**config.mk**
```make
export PLATFORM = sky130hd
export DESIGN_NAME = spike_monitor
export DESIGN_NICKNAME = d
export VERILOG_FILES = /design/src/rtl/snn_pkg.sv /design/src/rtl/sat_counter.sv /design/src/rtl/spike_monitor.sv
export SDC_FILE = /design/constraint.sdc
export NUM_CORES = 1
export LEC_CHECK = 0
export BUFFER_PORTS_ARGS = -buffer_cell sky130_fd_sc_hd__buf_4
export CAP_MARGIN = 20
export CORE_MARGIN = 8
export CORE_UTILIZATION = 35
export CTS_CLUSTER_DIAMETER = 150
export DETAILED_ROUTE_END_ITERATION = 10
export GPL_TIMING_DRIVEN = 0
export PLACE_DENSITY_LB_ADDON = 0.1
export SYNTH_ARGS = -nofsm -noshare
export SYNTH_HDL_FRONTEND = slang
export SYNTH_SLANG_ARGS = --single-unit
```
**constraint.sdc**
```tcl
create_clock -name clk -period 2.5 [get_ports clk]
set_input_delay 0.625 -clock clk [delete_from_list [all_inputs] [get_ports clk]]
set_output_delay 0.625 -clock clk [all_outputs]
set_load 0.05 [all_outputs]
```
**src/rtl/snn_pkg.sv**
```systemverilog
// Shared types and default widths for the SNN spike-monitoring blocks.
package snn_pkg;

    typedef enum logic {
        IDLE = 1'b0,
        RUN  = 1'b1
    } mon_state_t;

    localparam int SNN_CNT_W = 8;
    localparam int SNN_ISI_W = 8;
    localparam int SNN_WIN_W = 8;

endpackage

```
**src/rtl/sat_counter.sv**
```systemverilog
// Up-counter that sticks at all-ones; synchronous clear has priority over increment.
module sat_counter
    import snn_pkg::*;
#(
    parameter int W = SNN_CNT_W
) (
    input  logic         clk,
    input  logic         rst_n,
    input  logic         clr,
    input  logic         inc,
    output logic [W-1:0] q
);

    logic [W-1:0] q_d;
    logic [W-1:0] q_q;

    always_comb begin
        // NOTE: assign a default before any branch so no latch is inferred.
        q_d = q_q;
        if (clr) begin
            q_d = '0;
        end else if (inc && (q_q != '1)) begin
            q_d = q_q + W'(1);
        end
    end

    // NOTE: sequential state uses non-blocking assignments only.
    always_ff @(posedge clk or negedge rst_n) begin
        if (!rst_n) begin
            q_q <= '0;
        end else begin
            q_q <= q_d;
        end
    end

    assign q = q_q;

endmodule

```
**src/rtl/spike_monitor.sv**
```systemverilog
// Windowed spike counter plus inter-spike-interval tracker for the LIF neuron output.
module spike_monitor
    import snn_pkg::*;
#(
    parameter int CNT_W = SNN_CNT_W,
    parameter int WIN_W = SNN_WIN_W,
    parameter int ISI_W = SNN_ISI_W
) (
    input  logic             clk,
    input  logic             rst_n,
    input  logic             en,
    input  logic             spike,
    input  logic [WIN_W-1:0] win_len,
    output logic [CNT_W-1:0] spike_count,
    output logic             count_valid,
    output logic [ISI_W-1:0] isi,
    output logic             isi_valid,
    output logic             busy
);

    mon_state_t       state_d, state_q;
    logic [WIN_W-1:0] win_cnt_d, win_cnt_q;
    logic [CNT_W-1:0] spike_count_d, spike_count_q;
    logic             count_valid_d, count_valid_q;
    logic [ISI_W-1:0] isi_d, isi_q;
    logic             isi_valid_d, isi_valid_q;
    logic             have_prev_d, have_prev_q;

    logic [CNT_W-1:0] acc;
    logic             acc_clr;
    logic             acc_inc;
    logic [ISI_W-1:0] gap;
    logic             gap_clr;

    logic [WIN_W-1:0] win_len_eff;
    logic             terminal;
    logic [CNT_W-1:0] acc_final;
    logic [ISI_W:0]   gap_plus;
    logic [ISI_W-1:0] isi_sat;

    sat_counter #(.W(CNT_W)) u_acc (
        .clk   (clk),
        .rst_n (rst_n),
        .clr   (acc_clr),
        .inc   (acc_inc),
        .q     (acc)
    );

    sat_counter #(.W(ISI_W)) u_gap (
        .clk   (clk),
        .rst_n (rst_n),
        .clr   (gap_clr),
        .inc   (en),
        .q     (gap)
    );

    assign win_len_eff = (win_len == '0) ? WIN_W'(1) : win_len;
    assign terminal    = (win_cnt_q == WIN_W'(1));
    // The terminal-cycle spike belongs to the window that is closing.
    assign acc_final   = (spike && (acc != '1)) ? acc + CNT_W'(1) : acc;
    assign gap_plus    = {1'b0, gap} + (ISI_W + 1)'(1);
    assign isi_sat     = gap_plus[ISI_W] ? '1 : gap_plus[ISI_W-1:0];

    always_comb begin
        state_d       = state_q;
        win_cnt_d     = win_cnt_q;
        spike_count_d = spike_count_q;
        count_valid_d = 1'b0;
        acc_clr       = 1'b0;
        acc_inc       = 1'b0;
        case (state_q)
            IDLE: begin
                acc_clr = 1'b1;
                if (en) begin
                    state_d   = RUN;
                    win_cnt_d = win_len_eff;
                end
            end
            RUN: begin
                if (terminal) begin
                    spike_count_d = acc_final;
                    count_valid_d = 1'b1;
                    acc_clr       = 1'b1;
                    if (en) begin
                        win_cnt_d = win_len_eff;
                    end else begin
                        state_d   = IDLE;
                        win_cnt_d = '0;
                    end
                end else if (!en) begin
                    state_d   = IDLE;
                    win_cnt_d = '0;
                    acc_clr   = 1'b1;
                end else begin
                    win_cnt_d = win_cnt_q - WIN_W'(1);
                    acc_inc   = spike;
                end
            end
            default: state_d = IDLE;
        endcase
    end

    // Interval tracking ignores the window FSM and only cares about en.
    always_comb begin
        isi_d       = isi_q;
        isi_valid_d = 1'b0;
        have_prev_d = have_prev_q;
        gap_clr     = !en || spike;
        if (!en) begin
            have_prev_d = 1'b0;
        end else if (spike) begin
            have_prev_d = 1'b1;
            if (have_prev_q) begin
                isi_d       = isi_sat;
                isi_valid_d = 1'b1;
            end
        end
    end

    always_ff @(posedge clk or negedge rst_n) begin
        if (!rst_n) begin
            state_q       <= IDLE;
            win_cnt_q     <= '0;
            spike_count_q <= '0;
            count_valid_q <= 1'b0;
            isi_q         <= '0;
            isi_valid_q   <= 1'b0;
            have_prev_q   <= 1'b0;
        end else begin
            state_q       <= state_d;
            win_cnt_q     <= win_cnt_d;
            spike_count_q <= spike_count_d;
            count_valid_q <= count_valid_d;
            isi_q         <= isi_d;
            isi_valid_q   <= isi_valid_d;
            have_prev_q   <= have_prev_d;
        end
    end

    assign spike_count = spike_count_q;
    assign count_valid = count_valid_q;
    assign isi         = isi_q;
    assign isi_valid   = isi_valid_q;
    assign busy        = (state_q == RUN);

endmodule

```
=== Yosys cells after proc, flatten, opt, wreduce, memory -nomap -nowiden ===
Index checks and enable logic that the tools add are counted.
W data, S select, Z words.

* Bits in registers: 44
* Logic and storage cells: 55
* Input bits: 12

* Bitwise gates (word level): 1
* Equal/unequal tests: 5
* Multiplexer cells: 26
* Add/subtract/negate cells: 4
* Reduce and logical (&&, ||, !) cells: 10

{| class="wikitable"
|+ Operators by type and width
! cell !! number
|-
| $mux W8 || 11
|-
| $add A8 B1 Y8 const B || 2
|-
| $ne A8 B8 Y1 const B || 2
|-
| $pmux W8 S2 || 1
|-
| $mux W1 || 13
|-
| $add A8 B1 Y9 const B || 1
|-
| $eq A8 B1 Y1 const B || 1
|-
| $logic_not A8 Y1 || 1
|-
| $sub A8 B1 Y8 const B || 1
|-
| $reduce_bool A2 Y1 || 2
|-
| $logic_and A1 B1 Y1 || 3
|-
| $reduce_and A3 Y1 || 1
|-
| $ne A2 B1 Y1 const B || 1
|-
| $ne A2 B2 Y1 const B || 1
|-
| $pmux W1 S2 || 1
|-
| $reduce_and A2 Y1 || 1
|-
| $logic_not A1 Y1 || 1
|-
| $logic_or A1 B1 Y1 || 1
|-
| $not A1 Y1 || 1
|}

=== Longest topological paths before layout ===
Gate-level depths: netlist of the first run.

* Word-level depth: 6
* Gate-level depth with buffers: 7

=== Modules after synthesis ===
Synthesis of the first run repeated with hierarchy kept, for this count alone.

* Cells, all modules: 268
* Area, all modules: 2576.2 µm²

{| class="wikitable"
|+ Modules (own cells, without submodules)
! module !! cells each !! instances !! sequential area each (µm²) !! area an instance (µm²)
|-
| spike_monitor || 170 || 1 || 700.7 || 1647.8
|-
| sat_counter || 49 || 2 || 200.2 || 464.2
|}

=== Least setup slack after synthesis of the first run ===
Ideal clock, no wire load.

* Path kind: register to register
* Start point: register win_cnt_q[1]
* End point: register win_cnt_q[2]
* Data arrival time: 1.790 ns
* Library setup time: 0.121 ns
* Setup slack: 0.589 ns
* Stages on the path, launching flop included: 7
* Cells stage by stage: dfrtp_1 inv_1 ha_1 or3b_2 o21ai_4 mux2_4 a22o_1

* Cells in the longest elaborated chain, start to end: 4
* Elaborated cells between the ends (all ways): 5

{| class="wikitable"
|+ Ends and longest elaborated chain
! what !! RTL line !! text
|-
| start, declared || spike_monitor.sv:22 || <nowiki>logic [WIN_W-1:0] win_cnt_d, win_cnt_q;</nowiki>
|-
| start signal, assigned || spike_monitor.sv:131 || <nowiki>win_cnt_q <= win_cnt_d;</nowiki>
|-
| $sub A8 B1 Y8 || spike_monitor.sv:95 || <nowiki>win_cnt_d = win_cnt_q - WIN_W'(1);</nowiki>
|-
| $mux W8 || spike_monitor.sv:90 || <nowiki>end else if (!en) begin</nowiki>
|-
| $mux W8 * || spike_monitor.sv:80 || <nowiki>if (terminal) begin</nowiki>
|-
| $pmux W8 S2 * || spike_monitor.sv:71 || <nowiki>case (state_q)</nowiki>
|}

Every way passes the cells marked *; elsewhere a longest branch is shown, timed or not.
A chain may end at the register's enable or synchronous reset.

=== Final worst setup path of the first run ===
Ends and elaborated chain as after synthesis.

==> results of run 1 <==
per-layer routing:
layer / global-route usage / wire length (um)
met5: 0 / 0
met4: 0.04624 / 68
met1: 0.1458 / 2330
met2: 0.1674 / 2002
met3: 0.03837 / 242
synth_stat cells (3+ instances only):
library cell  count  share of area
clkbuf_1          6          0.011
dfrtp_1          44           0.52
xnor2_1           4          0.016
nand2_1          23          0.040
ha_1              4          0.023
nor3_1            5          0.012
o21ai_0           5          0.012
o21ai_1          13          0.031
nand3_1          17          0.040
a21oi_1          14          0.033
a31oi_1           3         0.0088
inv_1             6          0.011
nor2_1           26          0.046
nand2b_1          5          0.015
mux2i_1           6          0.028
sequential cells by signal, indices dropped and copies added, names as in the netlist:
register	count
u_acc.q	8
isi_valid	1
count_valid	1
win_cnt_q	8
spike_count	8
u_gap.q	8
have_prev_q	1
isi	8
busy	1
worst max-delay path by stage:
| stage | end |
|---|---|
| global placement | spike_count[2] |
| CTS | spike_count[5] |
| finish | win_cnt_q[2] |
| detailed placement | spike_count[5] |
| floorplan | win_cnt_q[2] |
| global route | spike_count[4] |
area by class of cell:
cell class                      count  share of cell area
Sequential cell                    44              0.4354
Multi-Input combinational cell    164              0.3869
Timing Repair Buffer               30             0.08906
Tap cell                           75             0.03711
Clock buffer                        6             0.02870
Buffer                              7             0.01039
Inverter                            7             0.01039
Clock inverter                      1            0.001979
through the flow:
step	setup slack, ns	hold slack, ns	power [uW]
CTS	0.4187	0.3422	1968
global route	0.1716	0.3624	2054
finish	0.4552	0.3207	1934
detailed placement	0.4187	0.4793	1535
global placement	0.4370	0.4626	1531
floorplan	0.5893	0.3294	1326
layout by cell type (no fill, tap or decap), types with 3 or more instances in the layout:
cell / instances
o21ai_0: 5
nand3_1: 17
a31oi_1: 3
clkbuf_8: 5
xnor2_1: 4
a21oi_1: 14
nand2b_1: 5
nor3_1: 5
buf_4: 30
ha_1: 4
mux2i_1: 6
dfrtp_1: 44
inv_1: 6
nor2_1: 26
clkbuf_1: 7
nand2_1: 23
o21ai_1: 13
where the power goes:
part	internal [uW]	switching [uW]	leakage, uW
Clock	190	233	0.0000410
Combinational	206	425	0.000514
Sequential	806	74.1	0.000577
Total	1200	732	0.00113
cells by family after synthesis:
| group | Yosys count |
|---|---|
| mux | 9 |
| xor+xnor | 6 |
| compound gates | 50 |
| fa+ha+maj | 4 |
| simple gates | 95 |
| flops | 44 |
| buf+inv | 14 |
worst max-delay path, delay by kind of cell, from the launching register on:
kind	cells	cell delay (ns)
fa+ha+maj	1	0.20
mux	1	0.32
simple gates	1	0.50
compound gates	2	0.41
flops	1	0.43
buf+inv	1	0.10
==> flow_summary_export.csv, run 1 <==
group,metric,value,unit
outcome,status,"finished, final reports clean",
sta,fin_crit,2.045,ns
global_route,grt_pass1_wl,7.955,mm
route,first_pass_iters,4,
clocking,htree_num_levels,2,
route,drt-wirelength-per-cell,13.90,um
sta,max_freq,0.4891,GHz
setup_path,rr_worst_depth,6,
clocking,worstSkewPairLatency,0.29,ns
clocking,clock_path_buffers,2,
finish,seqCellArea,1101,um2
sta,tns,0,ns
floorplan,ios,31,
setup_path,crit_fanout,7,
clocking,postCtsHoldBufs,0,
sta,relSlewSlack,0.6168,
setup_path,cpMaxStageDelayCell,"or3b_2",
finish,nFillCells,595,
logic_synthesis,synthCells,222,
clocking,cts_tree,"built",
clocking,clock_sinks,44,
logic_synthesis,synthXorXnorAreaFrac,0.02465,
logic_synthesis,synth_mux_area_frac,0.04577,
logic_synthesis,synth_seq_cells,44,
logic_synthesis,synth_compound_area_frac,0.1426,
logic_synthesis,synth_top_family_by_area,"simple AND/OR/NAND/NOR gates",
logic_synthesis,synth-simple-area-share,0.2224,
floorplan,die_w,94.05,um
logic_synthesis,synth_edf_count,0,
logic_synthesis,ys_types,43,
placed_design,dp_hpwl,3.418,mm
finish,antenna_cells_inserted,0,
floorplan,core_area,5921,um2
floorplan,start_util,0.3601,
setup_path,required,2.69,ns
setup_path,max_stage_delay,0.50,ns
logic_synthesis,syn-cell-area,2132,um2
finish,area_growth,18.60,%
route,post_drt_via_cell_ratio,5.033,
power_and_ir_drop,peakVddDrop,493.5,uV
global_route,grt_antenna_before_repair,0,
placed_design,gp_congestion,0.7634,
power_and_ir_drop,leakagePower,0.001132,uW
setup_path,rrSetupSlack,0.46,ns
finish,final_cells,334,
sta,finalHoldViolCount,0,
setup_path,rr_endpoint,"win_cnt_q[2]",
finish,finalInstanceArea,2529,um2
sta,finalSetupViolCount,0,
placed_design,port_buffers,30,
route,num_vias,1681,
logic_synthesis,yosysWarnings,0,
route,ant_nets,0,
global_route,grt_use_total,0.1127,
setup_path,path_cells,"inv_1 > ha_1 > or3b_2 > o21ai_4 > mux2_4 > a22o_1",
setup_path,crit_start,"win_cnt_q[1]",
logic_synthesis,synthAdderAreaFrac,0.02347,
sta,worst_slew_pin_slew,0.5700,ns
job,maxCapViolations,0,
worst_hold_path,worstHoldPathType,"in -> async",
placed_design,dp.cells,327,
floorplan,rows,28,
floorplan,dieHeight,94.05,um
sta,maxSlewViolCount,0,
route,detail_route.iter0.violations,83,
setup_path,crit_arrival,2.23,ns
finish,layout-drive-gt1-share,0.1815,
logic_synthesis,yosysSeqAreaShare,0.5164,
finish,postLayoutCoreUtil,0.4271,
setup_path,crit_path_end_kind,"flip-flop",
placed_design,post_dp_cell_area,2451,um2
sta,rsz0062_at_grt,"no",
logic_synthesis,synthFlopType,"dfrtp_1",
global_route,grt_pass1_vias,1654,
finish,multiInputGateArea,978.4,um2
setup_path,start_kind,"flip-flop",
clocking,cts_setup_buffers,0,
floorplan,die_area,8845,um2
setup_path,crit_type,"reg -> reg",
setup_path,worstReg2RegStart,"win_cnt_q[1]",
clocking,cts.clk_slew.worst_paths,0.08,ns
clocking,cts.repair.resized,0,
logic_synthesis,synth-async-reset-ratio,1.000,
clocking,clock-root-buffer,"clkbuf_8",
logic_synthesis,syn_avg_cell_area,9.604,um2
finish,final_nets,275,
sta,finClkSkew,0.009975,ns
clocking,cts_inserted_buffers,5,
logic_synthesis,synth_nets,238,
global_route,grt.overflow.total,0,
power_and_ir_drop,powerDensity,764.8,nW/um2
route,finalWirelength,4.644,mm
sta,fin_crit_sh,0.8179,
global_route,grt_max_degree,45,
route,drc,0,
Power figures use the tool's default switching activity.
==> run 2, diff against run 1 <==
--- a/config.mk
+++ b/config.mk
@@ -5,6 +5,7 @@
 export SDC_FILE = /design/constraint.sdc
 export NUM_CORES = 1
 export LEC_CHECK = 0
+export ABC_AREA = 1
 export BUFFER_PORTS_ARGS = -buffer_cell sky130_fd_sc_hd__buf_4
 export CAP_MARGIN = 20
 export CORE_MARGIN = 8
==> constraint.sdc (replaced) <==
create_clock -name clk -period 1.8 [get_ports clk]
set_input_delay 0.45 -clock clk [delete_from_list [all_inputs] [get_ports clk]]
set_output_delay 0.45 -clock clk [all_outputs]
set_load 0.05 [all_outputs]
==> run 2 against run 1 <==
Effect of this change: global-route usage up 0.31 points; hold slack got worse by 0.17 ns; synthesized area grew 5.7%; fmax up 28%; synthesized cell count rose by 27%; sequential share of layout area fell by 2.2 points; largest cell class unchanged.
==> flow_summary_export.csv, run 2 <==
group,metric,value,unit
finish,antenna_cells_inserted,0,
global_route,grt_pass1_vias,1775,
logic_synthesis,synth_seq_cells,44,
logic_synthesis,yosysWarnings,0,
clocking,cts.repair.resized,0,
clocking,htree_num_levels,2,
placed_design,dp.cells,390,
floorplan,die_area,9262,um2
floorplan,start_util,0.3590,
route,finalWirelength,4.821,mm
outcome,status,"finished, final reports clean",
finish,area_growth,18.27,%
clocking,clock-root-buffer,"clkbuf_8",
logic_synthesis,synth_edf_count,0,
logic_synthesis,yosysSeqAreaShare,0.4886,
setup_path,max_stage_delay,0.43,ns
clocking,cts_setup_buffers,0,
setup_path,crit_top_cell,"nand3_1",
setup_path,start_kind,"flip-flop",
setup_path,crit_arrival,1.79,ns
sta,fin_crit,1.601,ns
placed_design,dp_hpwl,3.463,mm
logic_synthesis,synth_nets,299,
finish,final_cell_mix,"102 x nand2_1, 44 x dfrtp_1, 30 x buf_4",
power_and_ir_drop,internal_power,1760,uW
logic_synthesis,synth-async-reset-ratio,1.000,
placed_design,port_buffers,30,
power_and_ir_drop,comb_power_share,0.345,
finish,final_nets,336,
power_and_ir_drop,leakagePower,0.001297,uW
setup_path,cpMaxStageDelayCell,"dfrtp_1",
setup_path,crit_path_end_kind,"flip-flop",
route,drt-wirelength-per-cell,12.11,um
global_route,grt_antenna_before_repair,0,
clocking,cts_tree,"built",
route,num_vias,1817,
logic_synthesis,synthTopCellsByCount,"102 x nand2_1, 44 x dfrtp_1, 27 x inv_1, 26 x nor2_1, 20 x nand3_1",
route,post_drt_via_cell_ratio,4.565,
placed_design,gp_congestion,0.8008,
setup_path,crit_fanout,10,
setup_path,critPathBufInv,1,
setup_path,required,1.99,ns
logic_synthesis,synthCells,283,
logic_synthesis,synthFlopType,"dfrtp_1",
global_route,grt_use_total,0.1158,
sta,worst_slew_pin_slew,0.5781,ns
global_route,grt_max_degree,45,
floorplan,ios,31,
floorplan,core_area,6277,um2
route,first_pass_iters,4,
floorplan,die_w,96.24,um
setup_path,cpLargestDelayFamily,"flip-flops",
finish,layout-drive-gt1-share,0.1682,
worst_hold_path,worstHoldPathType,"in -> async",
sta,tns,0,ns
sta,rsz0062_at_grt,"no",
clocking,clock_path_buffers,2,
setup_path,crit_type,"reg -> reg",
power_and_ir_drop,powerDensity,1082,nW/um2
clocking,clock_sinks,44,
finish,postLayoutCoreUtil,0.4246,
clocking,postCtsHoldBufs,0,
finish,final_common_cell,"nand2_1",
floorplan,dieHeight,96.24,um
floorplan,rows,29,
sta,finalSetupViolCount,0,
sta,finalHoldViolCount,0,
route,detail_route.iter0.violations,63,
job,maxCapViolations,0,
clocking,cts.clk_slew.worst_paths,0.08,ns
sta,fin_crit_sh,0.8892,
power_and_ir_drop,seq_power_share,0.429,
logic_synthesis,synth_top_area_share,0.4886,
sta,max_freq,0.6248,GHz
logic_synthesis,synth_area_leaders,"dfrtp_1 49%, nand2_1 17%, inv_1 4.5%, nand3_1 4.4%, nor2_1 4.3%",
power_and_ir_drop,sw_frac_of_total,0.3893,
sta,relSlewSlack,0.6132,
route,drc,0,
clocking,worstSkewPairLatency,0.30,ns
global_route,grt_pass1_wl,8.355,mm
power_and_ir_drop,power.share.clock,0.226,
finish,final_cells,398,
logic_synthesis,syn-cell-area,2253,um2
clocking,cts_inserted_buffers,5,
route,ant_nets,0,
power_and_ir_drop,peakVddDrop,855.5,uV
logic_synthesis,syn_avg_cell_area,7.963,um2
logic_synthesis,synth.most_common_cell,"nand2_1",
sta,finClkSkew,0.006654,ns
sta,maxSlewViolCount,0,
logic_synthesis,yosysTopAreaCell,"dfrtp_1",
global_route,grt.overflow.total,0,
setup_path,path_cells,"ha_1 > nand3_1 > nor2_1 > nand2_1 > buf_2 > nand3_1 > o21a_1",
power_and_ir_drop,switchingPower,1122,uW
logic_synthesis,ys_types,28,
-- run 2: cells by family (layout without fill, tap and decap cells) --
kind of cell	count (synthesis)	after routing	share of synthesized area
compound gates	29	29	0.07440
xor+xnor	6	6	0.02332
fa+ha+maj	4	4	0.02221
buf+inv	33	71	0.05941
flops	44	44	0.4886
simple gates	167	167	0.3320
-- run 2: power groups by stage --
| stage | combinational, uW | sequential, uW | clock [uW] |
|---|---|---|---|
| finish | 996 | 1240 | 650 |
| global route | 1070 | 1260 | 721 |
| CTS | 1010 | 1240 | 683 |
| detailed placement | 1010 | 1260 | 0 |
| global placement | 1010 | 1260 | 0 |
| floorplan | 290 | 1660 | 0 |
-- run 2: final timing paths --
kind	end	startpoint	depth (start not counted)	slack [ns]
worst max-delay path	isi[1]	u_gap.q[0]	7	0.20
worst min-delay path	spike_count[1]	rst_n	1	0.15
worst max register to register	isi[1]	u_gap.q[0]	7	0.20
worst min register to register	spike_count[7]	spike_count[7]	2	0.48
max in group asynchronous	u_gap.q[2]	rst_n	1	1.26
min in group clk	busy	en	1	0.29
-- run 2: layout make-up --
type	instances	area [um2]
plain buffers	3	21.27
repair buffers	30	225.2
multi-input cells	206	1018
well taps	77	96.34
flip-flops and latches	44	1101
clock buffers	8	90.09
fillers	654	3612
inverters	30	112.6
-- run 2: metal layers --
metal,part of all wire,GRT usage,up-vias
li1,-,-,971
met1,0.50,0.1510,813
met2,0.45,0.1765,25
met3,0.036,0.03042,8
met4,0.017,0.04994,0
met5,0,0,-
-- run 2: per-stage QoR --
| stage | total power, uW | hold slack (ns) | setup WS, ns | area [um2] |
|---|---|---|---|---|
| final | 2883 | 0.1461 | 0.1994 | 2665 |
| after CTS | 2937 | 0.1714 | 0.1884 | 2665 |
| after global placement | 2262 | 0.4662 | 0.1884 | 2575 |
| after detailed placement | 2269 | 0.4684 | 0.1965 | 2575 |
| after global routing | 3050 | 0.1966 | 0.01090 | 2665 |
| after floorplan | 1951 | 0.1544 | 0.3849 | 2253 |
==> run 3, diff against run 2 <==
--- a/config.mk
+++ b/config.mk
@@ -9,7 +9,7 @@
 export BUFFER_PORTS_ARGS = -buffer_cell sky130_fd_sc_hd__buf_4
 export CAP_MARGIN = 20
 export CORE_MARGIN = 8
-export CORE_UTILIZATION = 35
+export CORE_UTILIZATION = 30
 export CTS_CLUSTER_DIAMETER = 150
 export DETAILED_ROUTE_END_ITERATION = 10
 export GPL_TIMING_DRIVEN = 0
==> run 3 against run 2 <==
Effect of this change: first-iteration DRC count down 1.6%; fmax shrank 2.0%; critical path type unchanged; clock power increased by 21%.
==> flow_summary_export.csv, run 3 (same netlist as run 2, synthesis figures left out) <==
group,metric,value,unit
finish,layout-drive-gt1-share,0.1745,
clocking,cts_tree,"built",
sta,fin_crit,1.633,ns
clocking,cts.clk_slew.worst_paths,0.10,ns
setup_path,cpLargestDelayFamily,"simple AND/OR/NAND/NOR gates",
global_route,grt_antenna_before_repair,0,
floorplan,rows,31,
sta,relSlewSlack,0.6130,
global_route,grt_pass1_vias,1900,
sta,finClkSkew,0.01352,ns
route,num_vias,1864,
global_route,grt_pass1_wl,8.935,mm
floorplan,die_area,10540,um2
sta,finalSetupViolCount,0,
route,drc,0,
sta,finalHoldViolCount,0,
setup_path,worst-path-stages,8,
floorplan,start_util,0.3107,
power_and_ir_drop,peakVddDrop,463.4,uV
clocking,clock_path_buffers,2,
finish,final_common_cell,"nand2_1",
power_and_ir_drop,powerDensity,1114,nW/um2
sta,worst_slew_pin_slew,0.5806,ns
finish,final_nets,336,
route,ant_nets,0,
setup_path,crit_path_end_kind,"flip-flop",
setup_path,crit_arrival,1.87,ns
placed_design,gp_congestion,0.7460,
global_route,grt_use_total,0.1079,
setup_path,critPathBufInv,0,
sta,tns,0,ns
sta,maxSlewViolCount,0,
setup_path,rr_worst_depth,8,
setup_path,crit_fanout,5,
setup_path,path_cells,"ha_1 > nand2_1 > nor2_4 > a21oi_1 > nand2_1 > nand2_1 > nand2_1 > nand2_1",
setup_path,max_stage_delay,0.43,ns
clocking,htree_num_levels,2,
sta,max_freq,0.6124,GHz
global_route,grt_max_degree,45,
clocking,worstSkewPairLatency,0.30,ns
clocking,clock_sinks,44,
route,post_drt_via_cell_ratio,4.438,
setup_path,start_kind,"flip-flop",
power_and_ir_drop,leakagePower,0.001306,uW
finish,antenna_cells_inserted,0,
finish,nFillCells,790,
setup_path,cpMaxStageDelayCell,"dfrtp_1",
setup_path,crit_type,"reg -> reg",
placed_design,dp_hpwl,3.737,mm
clocking,postCtsHoldBufs,0,
setup_path,worstReg2RegStart,"u_acc.q[0]",
worst_hold_path,worstHoldPathType,"in -> async",
route,detail_route.iter0.violations,62,
floorplan,die_w,102.7,um
global_route,grt.overflow.total,0,
sta,rsz0062_at_grt,"no",
finish,multiInputGateArea,1018,um2
route,drt-wirelength-per-cell,11.92,um
clocking,cts_inserted_buffers,5,
clocking,cts_setup_buffers,0,
floorplan,core_area,7253,um2
finish,area_growth,20.60,%
clocking,cts.repair.resized,0,
setup_path,rr_endpoint,"spike_count[5]",
route,finalWirelength,5.008,mm
setup_path,cp-endpoint,"spike_count[5]",
route,first_pass_iters,4,
setup_path,rrSetupSlack,0.17,ns
setup_path,crit_start,"u_acc.q[0]",
placed_design,port_buffers,30,
floorplan,ios,31,
setup_path,required,2.04,ns
sta,timing.hold.ws,0.1341,ns
clocking,clock-root-buffer,"clkbuf_8",
setup_path,crit_top_cell,"nand2_1",
floorplan,dieHeight,102.7,um
sta,fin_crit_sh,0.9072,
finish,seqCellArea,1101,um2
finish,final_cell_mix,"102 x nand2_1, 44 x dfrtp_1, 30 x buf_4",
outcome,status,"finished, final reports clean",
job,maxCapViolations,0,
run 3: cell count changes in the layout (fill, tap and decap cells not counted), sizes merged:
cell      previous run  this run
bufinv               0         1
clkbuf               8         5
clkinvlp             0         1
inv                 30        31
run 3: per-layer routing:
metal | track usage | part of all wire | routed length (um) | vias up
met1 | 0.1362 | 0.48 | 2422 | 855
met5 | 0 | 0 | 0 | -
met2 | 0.1733 | 0.45 | 2267 | 31
met3 | 0.03106 | 0.050 | 251 | 6
met4 | 0.03386 | 0.013 | 67 | 0
li1 | - | - | - | 972
run 3: cell type report:
type | count | share of cell area
sequential | 44 | 0.4052
multi-input combinational | 206 | 0.3748
timing repair buffer | 30 | 0.08287
tap | 99 | 0.04558
inverter | 30 | 0.04144
clock buffer | 5 | 0.02532
clock inverter | 3 | 0.01703
buffer | 3 | 0.007827
run 3: per-stage QoR:
step | util | std cells | power [uW] | setup WS (ns) | instance area, um2
5_1_grt | 0.3747 | 420 | 3201 | 0.01663 | 2718
2_1_floorplan | - | 283 | 1951 | 0.3849 | 2253
6_report | 0.3747 | 420 | 3027 | 0.1671 | 2718
3_5_place_dp | 0.3588 | 412 | 2277 | 0.1821 | 2603
4_1_cts | 0.3747 | 420 | 3083 | 0.1305 | 2718
3_3_place_gp | 0.3588 | 412 | 2268 | 0.1879 | 2603
run 3: how the worst min path moves through the flow:
stage | start | to | slack (ns)
after CTS | rst_n | isi[5] | 0.16
after floorplan | rst_n | busy | 0.15
after global placement | spike_count[4] | spike_count[4] | 0.47
final | rst_n | isi[3] | 0.13
after detailed placement | spike_count[6] | spike_count[6] | 0.47
after global routing | rst_n | isi[5] | 0.18
run 3: power by group:
group | internal (uW) | switching, uW | total (uW)
Sequential | 1140 | 99.7 | 1240
Clock | 419 | 369 | 788
Combinational | 307 | 693 | 999
Total | 1870 | 1160 | 3030
run 3: worst reg2reg max path: cells and delay by family, from the launching register on:
kind | cells | cell delay, ns
compound gates | 1 | 0.37
flops | 1 | 0.43
fa+ha+maj | 1 | 0.23
simple gates | 6 | 0.54
